$ cat src/rtl/fp_div_if.sv
// fp_div_if: handshake bundle for the sequential fixed-point divider.
//
// Operands are Q(int_w.frac_w) two's complement, W = int_w + frac_w bits.
//   in_valid / in_ready   : operand handshake (a = dividend, b = divisor)
//   out_valid / out_ready : result handshake
//   quotient              : signed result, same Q format as the operands
//   ovf                   : result saturated because it was out of range
//   dz                    : divisor was zero
// The master modport is the side that supplies operands and takes results;
// the slave modport is the divider itself.
interface fp_div_if #(
  parameter int int_w  = 6,
  parameter int frac_w = 8
);
  localparam int W = int_w + frac_w;

  logic         in_valid;
  logic         in_ready;
  logic [W-1:0] a;
  logic [W-1:0] b;
  logic         out_valid;
  logic         out_ready;
  logic [W-1:0] quotient;
  logic         ovf;
  logic         dz;

  modport master (
    output in_valid, a, b, out_ready,
    input  in_ready, out_valid, quotient, ovf, dz
  );

  modport slave (
    input  in_valid, a, b, out_ready,
    output in_ready, out_valid, quotient, ovf, dz
  );
endinterface

$ cat src/rtl/fp_div.sv
// fp_div: sequential signed fixed-point divider, Q(int_w.frac_w) in and out.
//
// Restoring division on magnitudes, one quotient bit per clock. The dividend
// magnitude is pre-scaled by 2^frac_w so the integer quotient lands directly
// in Q(int_w.frac_w); the result is truncated toward zero, then signed and
// saturated. Latency is a constant N = W + frac_w steps, divide-by-zero
// included.
//
// Ports:
//   clk    : rising-edge clock
//   reset  : synchronous, active-high; aborts any operation in flight
//   io     : fp_div_if.slave (operand/result handshakes, quotient, ovf, dz)
//
// in_ready and out_valid come straight from flops, so no input reaches an
// output combinationally.
module fp_div #(
  parameter int int_w  = 6,
  parameter int frac_w = 8
) (
  input  logic   clk,
  input  logic   reset,
  fp_div_if.slave io
);
  localparam int W  = int_w + frac_w;
  localparam int N  = W + frac_w;
  localparam int CW = $clog2(N + 1);

  localparam logic [CW-1:0] LAST  = CW'(N - 1);
  localparam logic [W-1:0]  Q_MAX = {1'b0, {(W-1){1'b1}}};
  localparam logic [W-1:0]  Q_MIN = {1'b1, {(W-1){1'b0}}};

  typedef enum logic [1:0] {
    IDLE = 2'd0,
    CALC = 2'd1,
    DONE = 2'd2
  } state_t;

  state_t state_q, state_d;

  // Operation context latched at acceptance.
  logic          sa_q, sb_q;
  logic [W-1:0]  mag_b_q;
  logic [N-1:0]  num_q;      // scaled dividend, shifted out MSB first
  logic [W-1:0]  rem_q;      // partial remainder, always < |b| (or junk when dz)
  logic [N-1:0]  qm_q;       // raw quotient magnitude being built
  logic [CW-1:0] cnt_q;

  // Registered outputs.
  logic          in_ready_q;
  logic          out_valid_q;
  logic [W-1:0]  quotient_q;
  logic          ovf_q;
  logic          dz_q;

  // Combinational datapath signals.
  logic [W-1:0]  mag_a;
  logic [W-1:0]  mag_b;
  logic [W:0]    rem_shift;
  logic          q_bit;
  logic [W-1:0]  rem_next;
  logic [N-1:0]  qm_next;
  logic          neg;
  logic [W-1:0]  res_q;
  logic          res_ovf;

  // Operand magnitudes. Negating the most negative value wraps back to
  // 2^(W-1), which is exactly the unsigned magnitude we want.
  always_comb begin
    // NOTE: every combinational output gets a default first, so no path can
    // leave it unassigned and infer a latch.
    mag_a = io.a;
    mag_b = io.b;
    if (io.a[W-1]) mag_a = -io.a;
    if (io.b[W-1]) mag_b = -io.b;
  end

  // One restoring step: bring down the next numerator bit, subtract the
  // divisor when it fits. The shifted remainder needs one extra bit since
  // the old remainder can be as large as 2^(W-1)-1.
  always_comb begin
    rem_shift = {rem_q, num_q[N-1]};
    q_bit     = (rem_shift >= {1'b0, mag_b_q});
    rem_next  = q_bit ? W'(rem_shift - {1'b0, mag_b_q}) : W'(rem_shift);
    qm_next   = {qm_q[N-2:0], q_bit};
  end

  // Result formation from the final magnitude. Saturation is judged on the
  // full N-bit magnitude; only the low W bits survive into the output.
  // Negating a zero magnitude yields +0, so no negative zero can appear.
  always_comb begin
    neg     = sa_q ^ sb_q;
    res_q   = qm_next[W-1:0];
    res_ovf = 1'b0;
    if (dz_q) begin
      res_q = sa_q ? Q_MIN : Q_MAX;
    end else if (!neg && (qm_next > {{frac_w{1'b0}}, Q_MAX})) begin
      res_q   = Q_MAX;
      res_ovf = 1'b1;
    end else if (neg && (qm_next > {{frac_w{1'b0}}, Q_MIN})) begin
      res_q   = Q_MIN;
      res_ovf = 1'b1;
    end else if (neg) begin
      res_q = -qm_next[W-1:0];
    end
  end

  // Next-state logic.
  always_comb begin
    state_d = state_q;
    case (state_q)
      IDLE:    if (io.in_valid)    state_d = CALC;
      CALC:    if (cnt_q == LAST)  state_d = DONE;
      DONE:    if (io.out_ready)   state_d = IDLE;
      default:                     state_d = IDLE;
    endcase
  end

  // State register; handshake flags are registered from the next state so
  // they line up with the state they describe.
  always_ff @(posedge clk) begin
    // NOTE: sequential state uses non-blocking assignments only, so every
    // flop samples pre-edge values regardless of statement order.
    if (reset) begin
      state_q     <= IDLE;
      in_ready_q  <= 1'b1;
      out_valid_q <= 1'b0;
    end else begin
      state_q     <= state_d;
      in_ready_q  <= (state_d == IDLE);
      out_valid_q <= (state_d == DONE);
    end
  end

  // Datapath and output registers.
  always_ff @(posedge clk) begin
    if (reset) begin
      // NOTE: the datapath is reset along with the control so an aborted
      // operation leaves nothing behind; it is a handful of flops, not memory.
      sa_q       <= 1'b0;
      sb_q       <= 1'b0;
      mag_b_q    <= '0;
      num_q      <= '0;
      rem_q      <= '0;
      qm_q       <= '0;
      cnt_q      <= '0;
      quotient_q <= '0;
      ovf_q      <= 1'b0;
      dz_q       <= 1'b0;
    end else begin
      case (state_q)
        IDLE: begin
          if (io.in_valid) begin
            sa_q    <= io.a[W-1];
            sb_q    <= io.b[W-1];
            mag_b_q <= mag_b;
            num_q   <= {mag_a, {frac_w{1'b0}}};
            rem_q   <= '0;
            qm_q    <= '0;
            cnt_q   <= '0;
            dz_q    <= (io.b == '0);
          end
        end
        CALC: begin
          num_q <= {num_q[N-2:0], 1'b0};
          rem_q <= rem_next;
          qm_q  <= qm_next;
          cnt_q <= cnt_q + CW'(1);
          if (cnt_q == LAST) begin
            quotient_q <= res_q;
            ovf_q      <= res_ovf;
          end
        end
        default: ;  // DONE: outputs hold until the result is taken
      endcase
    end
  end

  assign io.in_ready  = in_ready_q;
  assign io.out_valid = out_valid_q;
  assign io.quotient  = quotient_q;
  assign io.ovf       = ovf_q;
  assign io.dz        = dz_q;

endmodule

$ cat src/flat_wrapper.sv
// flat-port wrapper written by rule: the top's interface ports become plain ports
module fp_div_flat 
#(
  parameter int int_w  = 6,
  parameter int frac_w = 8
)
  (clk, reset, io_in_valid, io_a, io_b, io_out_ready, io_in_ready, io_out_valid, io_quotient, io_ovf, io_dz);
  fp_div_if #(.int_w(int_w), .frac_w(frac_w)) io_i ();
  input  logic clk;
  input  logic reset;
  input wire logic [$bits(io_i.in_valid)-1:0] io_in_valid;
  input wire logic [$bits(io_i.a)-1:0] io_a;
  input wire logic [$bits(io_i.b)-1:0] io_b;
  input wire logic [$bits(io_i.out_ready)-1:0] io_out_ready;
  output wire logic [$bits(io_i.in_ready)-1:0] io_in_ready;
  output wire logic [$bits(io_i.out_valid)-1:0] io_out_valid;
  output wire logic [$bits(io_i.quotient)-1:0] io_quotient;
  output wire logic [$bits(io_i.ovf)-1:0] io_ovf;
  output wire logic [$bits(io_i.dz)-1:0] io_dz;
  assign io_i.in_valid = io_in_valid;
  assign io_i.a = io_a;
  assign io_i.b = io_b;
  assign io_i.out_ready = io_out_ready;
  assign io_in_ready = io_i.in_ready;
  assign io_out_valid = io_i.out_valid;
  assign io_quotient = io_i.quotient;
  assign io_ovf = io_i.ovf;
  assign io_dz = io_i.dz;
  fp_div #(.int_w(int_w), .frac_w(frac_w)) u_core (.clk(clk), .reset(reset), .io(io_i));
endmodule
$ cat config.mk
export PLATFORM = sky130hd
export DESIGN_NAME = fp_div_flat
export DESIGN_NICKNAME = d
export VERILOG_FILES = /design/src/rtl/fp_div_if.sv /design/src/rtl/fp_div.sv /design/src/flat_wrapper.sv
export SDC_FILE = /design/constraint.sdc
export NUM_CORES = 1
export LEC_CHECK = 0
export CAP_MARGIN = 10
export CELL_PAD_IN_SITES_DETAIL_PLACEMENT = 2
export CELL_PAD_IN_SITES_GLOBAL_PLACEMENT = 2
export CORE_MARGIN = 2
export CORE_UTILIZATION = 31
export DETAILED_ROUTE_END_ITERATION = 6
export MAX_ROUTING_LAYER = met4
export PLACE_DENSITY = 0.76
export SETUP_SLACK_MARGIN = 0.2
export SLEW_MARGIN = 20
export SYNTH_ARGS = -nofsm -noshare
export SYNTH_HDL_FRONTEND = slang
export SYNTH_SLANG_ARGS = --single-unit
$ cat constraint.sdc
create_clock -name clk -period 3.3 [get_ports clk]
set_input_delay 0.495 -clock clk [delete_from_list [all_inputs] [get_ports clk]]
set_output_delay 0.495 -clock clk [all_outputs]
set_load 0.02 [all_outputs]
==> qor.csv, run 1 <==
metric,value,unit
status,"finished, final reports clean",
die_area,18100,µm²
skew,9.61,ps
area_delta_synth_final,31.2,%
power_frac_comb,0.590,
r2r_start,u_core.mag_b_q[11],
syn_nets,703,
power_density,913,nW/µm²
track_usage,0.218,
hold_path_class,reg -> reg,
antenna_found_initial,0,
critPathLaunchType,flip-flop,
synth-main-ff-cell,dfxtp_1,
place_congestion,0.876,
p_leak,2.63,nW
hold_start,u_core.cnt_q[4],
ys_warn_count,0,
synth_edf_count,0,
drtAntennaViolNets,0,
fin_nets,768,
synth_area_leaders,"dfxtp_1 (34%), nor2_1 (6.5%), ha_1 (4.5%)",
r2r_cells,16,
grt_max_degree,41,
finalSetupViolCount,0,
cts_made_buffers,9,
grt_pass1_vias,5600,
pwr-share-seq,0.212,
grt_pass1_wl,30.5,mm
drc,0,
coreArea,16600,µm²
power,6.33,mW
slew_viol_final,0,
seq_area,1820,µm²
place_hpwl,12.9,mm
gr-total-overflow,0,
cp-end-kind,flip-flop,
vias,5306,
holdPathStages,1,
fin_crit_sh,0.985,
viasPerCell,5.64,
post_drt_wl_per_cell,21.8,µm
synth_top_area_share,0.341,
synth.distinct_cells,77,
initial_core_util,0.317,
synth_area_per_cell,8.11,µm²
ys_ff_latch,90,
drive_gt1_frac,0.191,
max_freq,308,MHz
switching_share,0.423,
antennaDiodeCount,0,
design_area,6930,µm²
whs_endpoint,u_core.cnt_q[4],
drtIter0Drc,220,
slew_headroom,0.538,
clk_pin_slew,70,ps
crit_type,reg -> reg,
clock_latency,360,ps
r2r_end,u_core.io.quotient[11],
hold_violations,0,
grtUsageMet2,0.371,
synth_cells,651,
drtPass1Iterations,4,
max-cap-violations,0,
die-width,135,µm
numPortBuffers,49,
num_rows,47,
io_pins,50,
cp_max_fo,7,
worstPathArrival,3480,ps
netlist_area,5280,µm²
rrSetupSlack,50,ps
drt-total-wl,20.5,mm
cts_tree,done,
fillers,1812,
async_flop_share,0,
yosysMostFrequentCell,nor2_1,
dpl_cell_area,6060,µm²
grtUsageMet1,0.268,
placedCellCount,900,
post-route-util,0.416,
cts_root_buf,clkbuf_16,
power_frac_clock,0.198,
intPower,3.65,mW
final_cell_count_no_fill,941,
multi_input_area,3500,µm²
seq_area_frac_synth,0.341,
rsz0062_at_grt,true,
tightest_slew,687,ps
cts_max_path_buffers,2,
die_h,135,µm
period_needed,3250,ps
required,3530,ps
synthTopCellsByCount,"nor2_1 (92), dfxtp_1 (90), a21oi_1 (44)",
htree_num_levels,3,
vdd_drop_max,0.493,mV
grt_use_met3,0.0267,
clock-sinks,90,
p_switching,2.68,mW
top_usage_layer,met2,
yosys.area.top_type,dfxtp_1,
==> placed cells by master (no fill, tap or decap), types with 3 or more instances in the layout <==
cell type	instances
nand2b_1	9
ha_4	13
ha_1	6
clkdlybuf4s50_1	48
buf_4	48
or3_1	4
a22oi_1	27
o31ai_1	8
xor2_1	24
xnor2_1	12
o211ai_1	4
clkbuf_16	9
bufinv_16	3
a21oi_1	44
a31oi_1	4
nor2_1	91
nand2_1	41
dfxtp_2	11
or4_1	6
nand2_2	3
nand3b_1	7
and3_1	3
a211oi_1	18
a221oi_1	5
nand3_1	6
nand4_1	9
inv_2	6
a21o_1	11
inv_1	22
nor4_1	7
o21ai_0	18
a32oi_1	7
mux2i_1	8
o21ai_1	8
dfxtp_1	79
nor3_1	13
nor2b_1	3
==> power groups by stage <==
| stage | Combinational [mW] | Sequential (mW) | Clock [mW] |
|---|---|---|---|
| floorplan | 1.99 | 1.28 | 0 |
| CTS | 3.08 | 1.31 | 1.26 |
| global route | 4.01 | 1.35 | 1.33 |
| finish | 3.74 | 1.34 | 1.25 |
| global placement | 2.59 | 1.30 | 0 |
| detailed placement | 2.71 | 1.31 | 0 |
==> worst max-delay path, cell delays in order (launching register included) <==
cell	delay, ps
dfxtp_1	360
inv_1	90
ha_4	330
nand4_1	200
or4_4	600
o211ai_4	110
or2_4	180
clkinv_4	60
ha_4	170
nor3b_4	150
nand4_1	150
buf_4	140
buf_6	90
a21oi_4	60
buf_6	160
a31oi_4	160
nand3_2	90
==> per-layer routing <==
metal  up-vias  part of all wire
met4         0             0.022
met3        35             0.033
met5         -                 0
li1       2504                 -
met2       106              0.51
met1      2661              0.44
==> worst max path at each step <==
stage / from / to / slack (ps)
after floorplan: u_core.mag_b_q[8] / u_core.io.quotient[12] / 200
after global placement: u_core.mag_b_q[8] / u_core.io.quotient[7] / 140
after detailed placement: u_core.mag_b_q[8] / u_core.io.quotient[2] / -30
after CTS: u_core.mag_b_q[2] / u_core.io.quotient[4] / 190
after global routing: u_core.mag_b_q[11] / u_core.io.quotient[4] / -40
final: u_core.mag_b_q[11] / u_core.io.quotient[11] / 50
==> flip-flops by register name, indices dropped and copies added, names as in the netlist, 2 cells and up <==
| signal | cells |
|---|---|
| u_core.state_q | 2 |
| u_core.qm_q | 21 |
| u_core.io.quotient | 14 |
| u_core.mag_b_q | 14 |
| u_core.num_q | 14 |
| u_core.rem_q | 14 |
| u_core.cnt_q | 5 |
==> metrics by stage <==
step | hold WS, ps | setup WS [ps] | TNS (ps)
after global placement | 453 | 136 | 0
final | 487 | 51.0 | 0
after CTS | 491 | 193 | 0
after floorplan | 440 | 201 | 0
after global routing | 534 | -42.1 | -135
after detailed placement | 478 | -29.8 | -76.8
==> kinds of logic after synthesis <==
family / Yosys count / share of synthesized area
muxes: 8 / 0.0152
AOI/OAI and AO/OA: 198 / 0.268
buffers and inverters: 74 / 0.0595
xor gates and xnor gates: 36 / 0.0597
adders and majority gates: 20 / 0.0488
and+or+nand+nor: 225 / 0.208
DFF: 90 / 0.341
==> repair_timing <==
| item | 4_1_cts | 5_1_grt |
|---|---|---|
| pin swaps | 12 | 28 |
| setup buffers | 8 | 17 |
| gates resized for setup | 21 | 48 |
| endpoints found under the setup margin | 13 | 14 |
| gates cloned | 0 | 0 |
| hold buffers | 0 | 0 |
==> area by class of cell <==
class / count / share of cell area
Tap cell: 220 / 0.0397
Clock buffer: 10 / 0.0345
Timing Repair Buffer: 99 / 0.125
Multi-Input combinational cell: 487 / 0.506
Clock inverter: 6 / 0.0163
Sequential cell: 90 / 0.262
Inverter: 29 / 0.0164
(Power assumes the default switching activity.)
==> inputs of run 2 (changes only) <==
- ABC_AREA: not set -> 1
- CORE_UTILIZATION: 31 -> 35
- PLACE_DENSITY: 0.76 -> 0.86
- clock period: 3.3 -> 3.9 ns (I/O delays scaled with it)
==> run 2 against run 1 <==
Net effect:
- synthesized area fell by 3.7%
- critical endpoint is now u_core.io.quotient[2]
- sequential share of layout area rose by 3.6 points
- largest power group unchanged
- critical path type unchanged
- non-clock buffer count fell by 45
- core utilization rose by 0.51 points
==> qor.csv, run 2 <==
metric,value,unit,change
status,"finished, final reports clean",,
vias,5140,,-3.1%
fin_setup_tns,0,ps,unchanged
final_common_cell,nand2_1,,
netlist_area,5090,µm²,-3.7%
initial_core_util,0.354,,+0.0366
place_congestion,0.836,,-4.6%
cts_max_path_buffers,2,,unchanged
period_needed,3130,ps,-117 ps
top_register,u_core.qm_q,,
max-cap-violations,0,,unchanged
dpl_cell_area,5710,µm²,-5.8%
final_cell_count_no_fill,958,,+1.8%
r2r_cells,18,,+2
slew_viol_final,0,,unchanged
viasPerCell,5.37,,-4.8%
rsz0062_at_grt,false,,
io_pins,50,,unchanged
hold_start,u_core.num_q[13],,
die_h,125,µm,-7.4%
yosys.area.top_type,dfxtp_1,,
grt_max_degree,61,,+49%
rrSetupSlack,770,ps,+720 ps
finalSetupViolCount,0,,unchanged
fillers,1681,,-7.2%
coreArea,14400,µm²,-14%
drc,0,,unchanged
cts_hold_buf,0,,unchanged
hold_violations,0,,unchanged
drtIter0Drc,194,,-12%
design_area,6060,µm²,-13%
synth_cells,734,,+13%
cp_max_fo,8,,+1
mostFrequentLayoutCells,"nand2_1 (173), a21oi_1 (110), dfxtp_1 (90)",,
ys_ff_latch,90,,unchanged
place_hpwl,12.0,mm,-6.7%
fin_nets,821,,+6.9%
drtPass1Iterations,4,,unchanged
crit_type,reg -> reg,,
holdPathStages,2,,+1
clk_pin_slew,70,ps,about the same
synth_area_per_cell,6.93,µm²,-15%
worstPathArrival,3420,ps,-60 ps
post_drt_wl_per_cell,18.5,µm,-15%
grt_pass1_vias,5811,,+3.8%
num_rows,44,,-6.4%
clock_latency,370,ps,about the same
numPortBuffers,49,,unchanged
die_area,15500,µm²,-14%
power_density,727,nW/µm²,-20%
seq_area_frac_synth,0.354,,+0.0131
die-width,125,µm,-7.4%
largest_register_ffs,21,,unchanged
area_delta_synth_final,19.1,%,
hold_path_class,reg -> reg,,
yosysMostFrequentCell,nand2_1,,
grt_pass1_wl,29.5,mm,-3.4%
synth.distinct_cells,43,,-44%
r2r_end,u_core.io.quotient[2],,
synth_top_area_share,0.354,,+0.0131
slowest_delay,380,ps,-220 ps
cts_made_buffers,9,,unchanged
cpMostUsedCell,nand2_1,,
antennaDiodeCount,0,,unchanged
cts_tree,done,,
gr-total-overflow,0,,unchanged
synth_area_leaders,"dfxtp_1 (35%), nand2_1 (13%), a21oi_1 (11%)",,
syn_nets,786,,+12%
tightest_slew,682,ps,-4.60 ps
critPathLaunchType,flip-flop,,
cp-end-kind,flip-flop,,
antenna_found_initial,0,,unchanged
drive_gt1_frac,0.0672,,-0.124
p_leak,2.41,nW,-8.3%
drt-total-wl,17.7,mm,-13%
synth_edf_count,0,,unchanged
placedCellCount,942,,+4.7%
clock-sinks,90,,unchanged
drtAntennaViolNets,0,,unchanged
ys_warn_count,0,,unchanged
skew,9.03,ps,-0.580 ps
vdd_drop_max,0.280,mV,-43%
path_depth,18,,+2
synth-main-ff-cell,dfxtp_1,,
async_flop_share,0,,unchanged
slew_headroom,0.545,,+0.00729
cp_slowest_cell,dfxtp_1,,
crit_buf_inv,1,,-4
fin_crit_sh,0.803,,-0.181
max_freq,319,MHz,+3.7%
crit_chain,inv_1 > ha_1 > nand2_1 > nand2_1 > nand2_1 > nand2_1 > nand2_1 > nand3_2 > nor2_4 > ha_1 > nand2_1 > nor3_2 > nand3_1 > o21ai_2 > nand2_2 > o21ai_4 > o21ai_0 > a21oi_1,,
htree_num_levels,3,,unchanged
power,4.40,mW,-30%
post_cts_buffers,0,,-8
cts_root_buf,clkbuf_16,,
r2r_start,u_core.mag_b_q[8],,
post-route-util,0.421,,+0.00510
crit_family,simple AND/OR/NAND/NOR gates,,
track_usage,0.241,,+0.0226
whs_endpoint,u_core.num_q[14],,
cts.repair.resized,0,,-100%
required,4190,ps,+660 ps
synthTopCellsByCount,"nand2_1 (173), a21oi_1 (110), dfxtp_1 (90)",,
-- run 2: changes by cell type in the layout (fill, tap and decap cells not counted), sizes merged, moves of 26 or more --
cell,previous run,this run
a22oi,27,1
inv,29,81
nand2,44,176
buf,51,6
a21oi,46,112
o21ai,26,55
nor2,92,50
-- run 2: worst min-delay path, stage by stage (launching register included) --
cell     delay, ps
dfxtp_1        310
nand2_1         60
a21oi_1         60
-- run 2: worst max-delay path by stage --
stage | startpoint | endpoint
2_1_floorplan | u_core.mag_b_q[8] | u_core.io.quotient[6]
3_3_place_gp | u_core.mag_b_q[8] | u_core.io.quotient[4]
3_5_place_dp | u_core.mag_b_q[8] | u_core.io.quotient[2]
4_1_cts | u_core.mag_b_q[8] | u_core.io.quotient[2]
5_1_grt | u_core.mag_b_q[8] | u_core.io.quotient[2]
6_report | u_core.mag_b_q[8] | u_core.io.quotient[2]
-- run 2: metal layers --
metal,track usage,up-vias,wire length [µm]
met3,0.0305,26,351
met1,0.271,2538,7720
met2,0.438,67,9340
met4,0.0839,0,334
met5,-,-,0
li1,-,2509,-
-- run 2: per-stage QoR --
stage	hold slack, ps	worst slack (ps)
CTS	476	749
detailed placement	462	856
finish	474	768
floorplan	440	1440
global placement	448	1110
global route	498	378
-- run 2: power breakdown --
| part | switching (mW) | leakage [nW] | internal (mW) |
|---|---|---|---|
| clock network | 0.407 | 0.167 | 0.630 |
| registers | 0.0970 | 0.732 | 1.02 |
| logic | 1.52 | 1.51 | 0.721 |
| total | 2.03 | 2.41 | 2.37 |
-- run 2: cells by family (layout without fill, tap and decap cells) --
kind of cell	count (synthesis)	in the layout	synth area share
fa+ha+maj	20	20	0.0507
buf+inv	110	150	0.0861
simple gates	284	284	0.241
compound gates	201	201	0.217
flops	90	90	0.354
xor+xnor	29	29	0.0514
-- run 2: final cells by class --
class | count | area, µm² | share of cell area
tap | 184 | 230 | 0.0380
timing repair buffer | 54 | 536 | 0.0884
clock inverter | 6 | 113 | 0.0186
multi-input combinational | 534 | 2850 | 0.470
clock buffer | 10 | 229 | 0.0378
inverter | 80 | 300 | 0.0496
sequential | 90 | 1800 | 0.298
==> inputs of run 3 (changes only) <==
- CORE_UTILIZATION: 35 -> 29
- PLACE_DENSITY: 0.86 -> 0.76
- clock period: 3.9 -> 2.7 ns (I/O delays scaled with it)
==> run 3 against run 2 <==
Net effect:
- sequential share of layout area shrank 1.9 points
- total power grew 67%
- critical path type unchanged
- register-to-register slack lost 620 ps
- largest cell class unchanged
==> qor.csv, run 3 (same netlist as run 2, synthesis figures left out) <==
metric,value,unit,change
initial_core_util,0.295,,-0.0589
hold_path_class,reg -> reg,,
num_rows,48,,+9.1%
io_pins,50,,unchanged
finalSetupViolCount,0,,unchanged
grt_pass1_vias,5630,,-3.1%
post_drt_wl_per_cell,17.1,µm,-7.6%
cts_tree,done,,
place_hpwl,11.6,mm,-3.6%
viasPerCell,5.08,,-5.4%
cp-end-kind,flip-flop,,
place_congestion,0.823,,-1.6%
period_needed,2560,ps,-576 ps
vdd_drop_max,0.714,mV,+160%
mostFrequentLayoutCells,"nand2_1 (157), a21oi_1 (107), dfxtp_1 (70)",,
slew_viol_final,0,,unchanged
post-route-util,0.381,,-0.0406
max_freq,391,MHz,+23%
grt_pass1_wl,28.0,mm,-5.0%
slew_headroom,0.460,,-0.0849
drtAntennaViolNets,0,,unchanged
final_common_cell,nand2_1,,
vias,5173,,+0.64%
antenna_found_initial,0,,unchanged
htree_num_levels,3,,unchanged
coreArea,17200,µm²,+20%
max-cap-violations,0,,unchanged
numPortBuffers,49,,unchanged
area_delta_synth_final,29.1,%,
die_area,18600,µm²,+20%
die_h,136,µm,+9.5%
top_register,u_core.qm_q,,
die-width,136,µm,+9.5%
fin_setup_tns,0,ps,unchanged
hold_violations,0,,unchanged
cts_max_path_buffers,2,,unchanged
cts_root_buf,clkbuf_16,,
clk_pin_slew,70,ps,about the same
status,"finished, final reports clean",,
rsz0062_at_grt,true,,
crit_type,reg -> reg,,
fin_crit_sh,0.947,,+0.144
cts_hold_buf,0,,unchanged
grt_max_degree,74,,+21%
critPathLaunchType,flip-flop,,
largest_register_ffs,21,,unchanged
track_usage,0.195,,-0.0461
gr-total-overflow,0,,unchanged
clock-sinks,90,,unchanged
worstPathArrival,2830,ps,-590 ps
cp_max_fo,4,,-4
antennaDiodeCount,0,,unchanged
power_density,1120,nW/µm²,+54%
drive_gt1_frac,0.176,,+0.109
drtIter0Drc,195,,+0.52%
p_leak,2.52,nW,+4.7%
required,2980,ps,-1210 ps
skew,9.57,ps,+0.538 ps
drtPass1Iterations,4,,unchanged
drc,0,,unchanged
drt-total-wl,17.4,mm,-1.7%
clock_latency,350,ps,-20 ps
cts_made_buffers,9,,unchanged
tightest_slew,810,ps,+127 ps
fin_nets,841,,+2.4%
[run 3: through the flow]
step | instances | area (µm²) | hold WS (ps) | worst slack [ps] | power (mW)
after floorplan | 734 | 5090 | 440 | 237 | 4.05
final | 1019 | 6570 | 468 | 144 | 7.34
after global placement | 992 | 5850 | 449 | 25.4 | 4.96
after detailed placement | 992 | 5850 | 464 | -96.5 | 5.08
after CTS | 1015 | 6450 | 473 | 184 | 6.87
after global routing | 1019 | 6570 | 498 | -26.2 | 7.85
[run 3: worst paths after layout]
path         cells after the start               from  slack [ps]                      to
max reg2reg                     18  u_core.mag_b_q[8]         140  u_core.io.quotient[12]
min reg2reg                      2    u_core.qm_q[20]         470         u_core.qm_q[20]
min                              2    u_core.qm_q[20]         470         u_core.qm_q[20]
max                             18  u_core.mag_b_q[8]         140  u_core.io.quotient[12]
[run 3: cell type report]
type / instances / area [µm²]
Clock buffer: 10 / 229
Inverter: 80 / 300
Clock inverter: 6 / 65.1
Fill cell: 1987 / 10700
Tap cell: 225 / 282
Sequential cell: 90 / 1830
Multi-Input combinational cell: 534 / 3160
Timing Repair Buffer: 74 / 698
[run 3: routing by layer]
metal | share of wire | global-route usage | up-vias
li1 | - | - | 2544
met1 | 0.43 | 0.221 | 2542
met2 | 0.53 | 0.358 | 67
met3 | 0.021 | 0.0220 | 20
met4 | 0.015 | 0.0567 | 0
met5 | 0 | - | -
[run 3: power breakdown]
group | internal [mW] | switching, mW | total [mW]
clock network | 0.720 | 0.570 | 1.29
logic | 1.84 | 2.52 | 4.37
registers | 1.50 | 0.180 | 1.68
total | 4.06 | 3.27 | 7.34
[run 3: critical path, stage by stage, from the launching register on]
cell	delay [ps]
dfxtp_2	360
inv_2	60
ha_4	260
buf_4	140
nand3_1	100
inv_1	70
nand2_1	100
a21oi_2	60
nor2_4	110
ha_4	150
nand2_4	60
nor3_4	140
nand3_2	120
buf_4	160
buf_4	120
nand2_1	60
xor2_1	200
nand2_1	90
a31oi_1	120
[run 3: what timing repair did]
item,CTS,global route
hold endpoints to repair,0,0
setup buffers,7,4
gates resized for setup,56,25
pin swaps,9,18
setup endpoints to repair,15,16
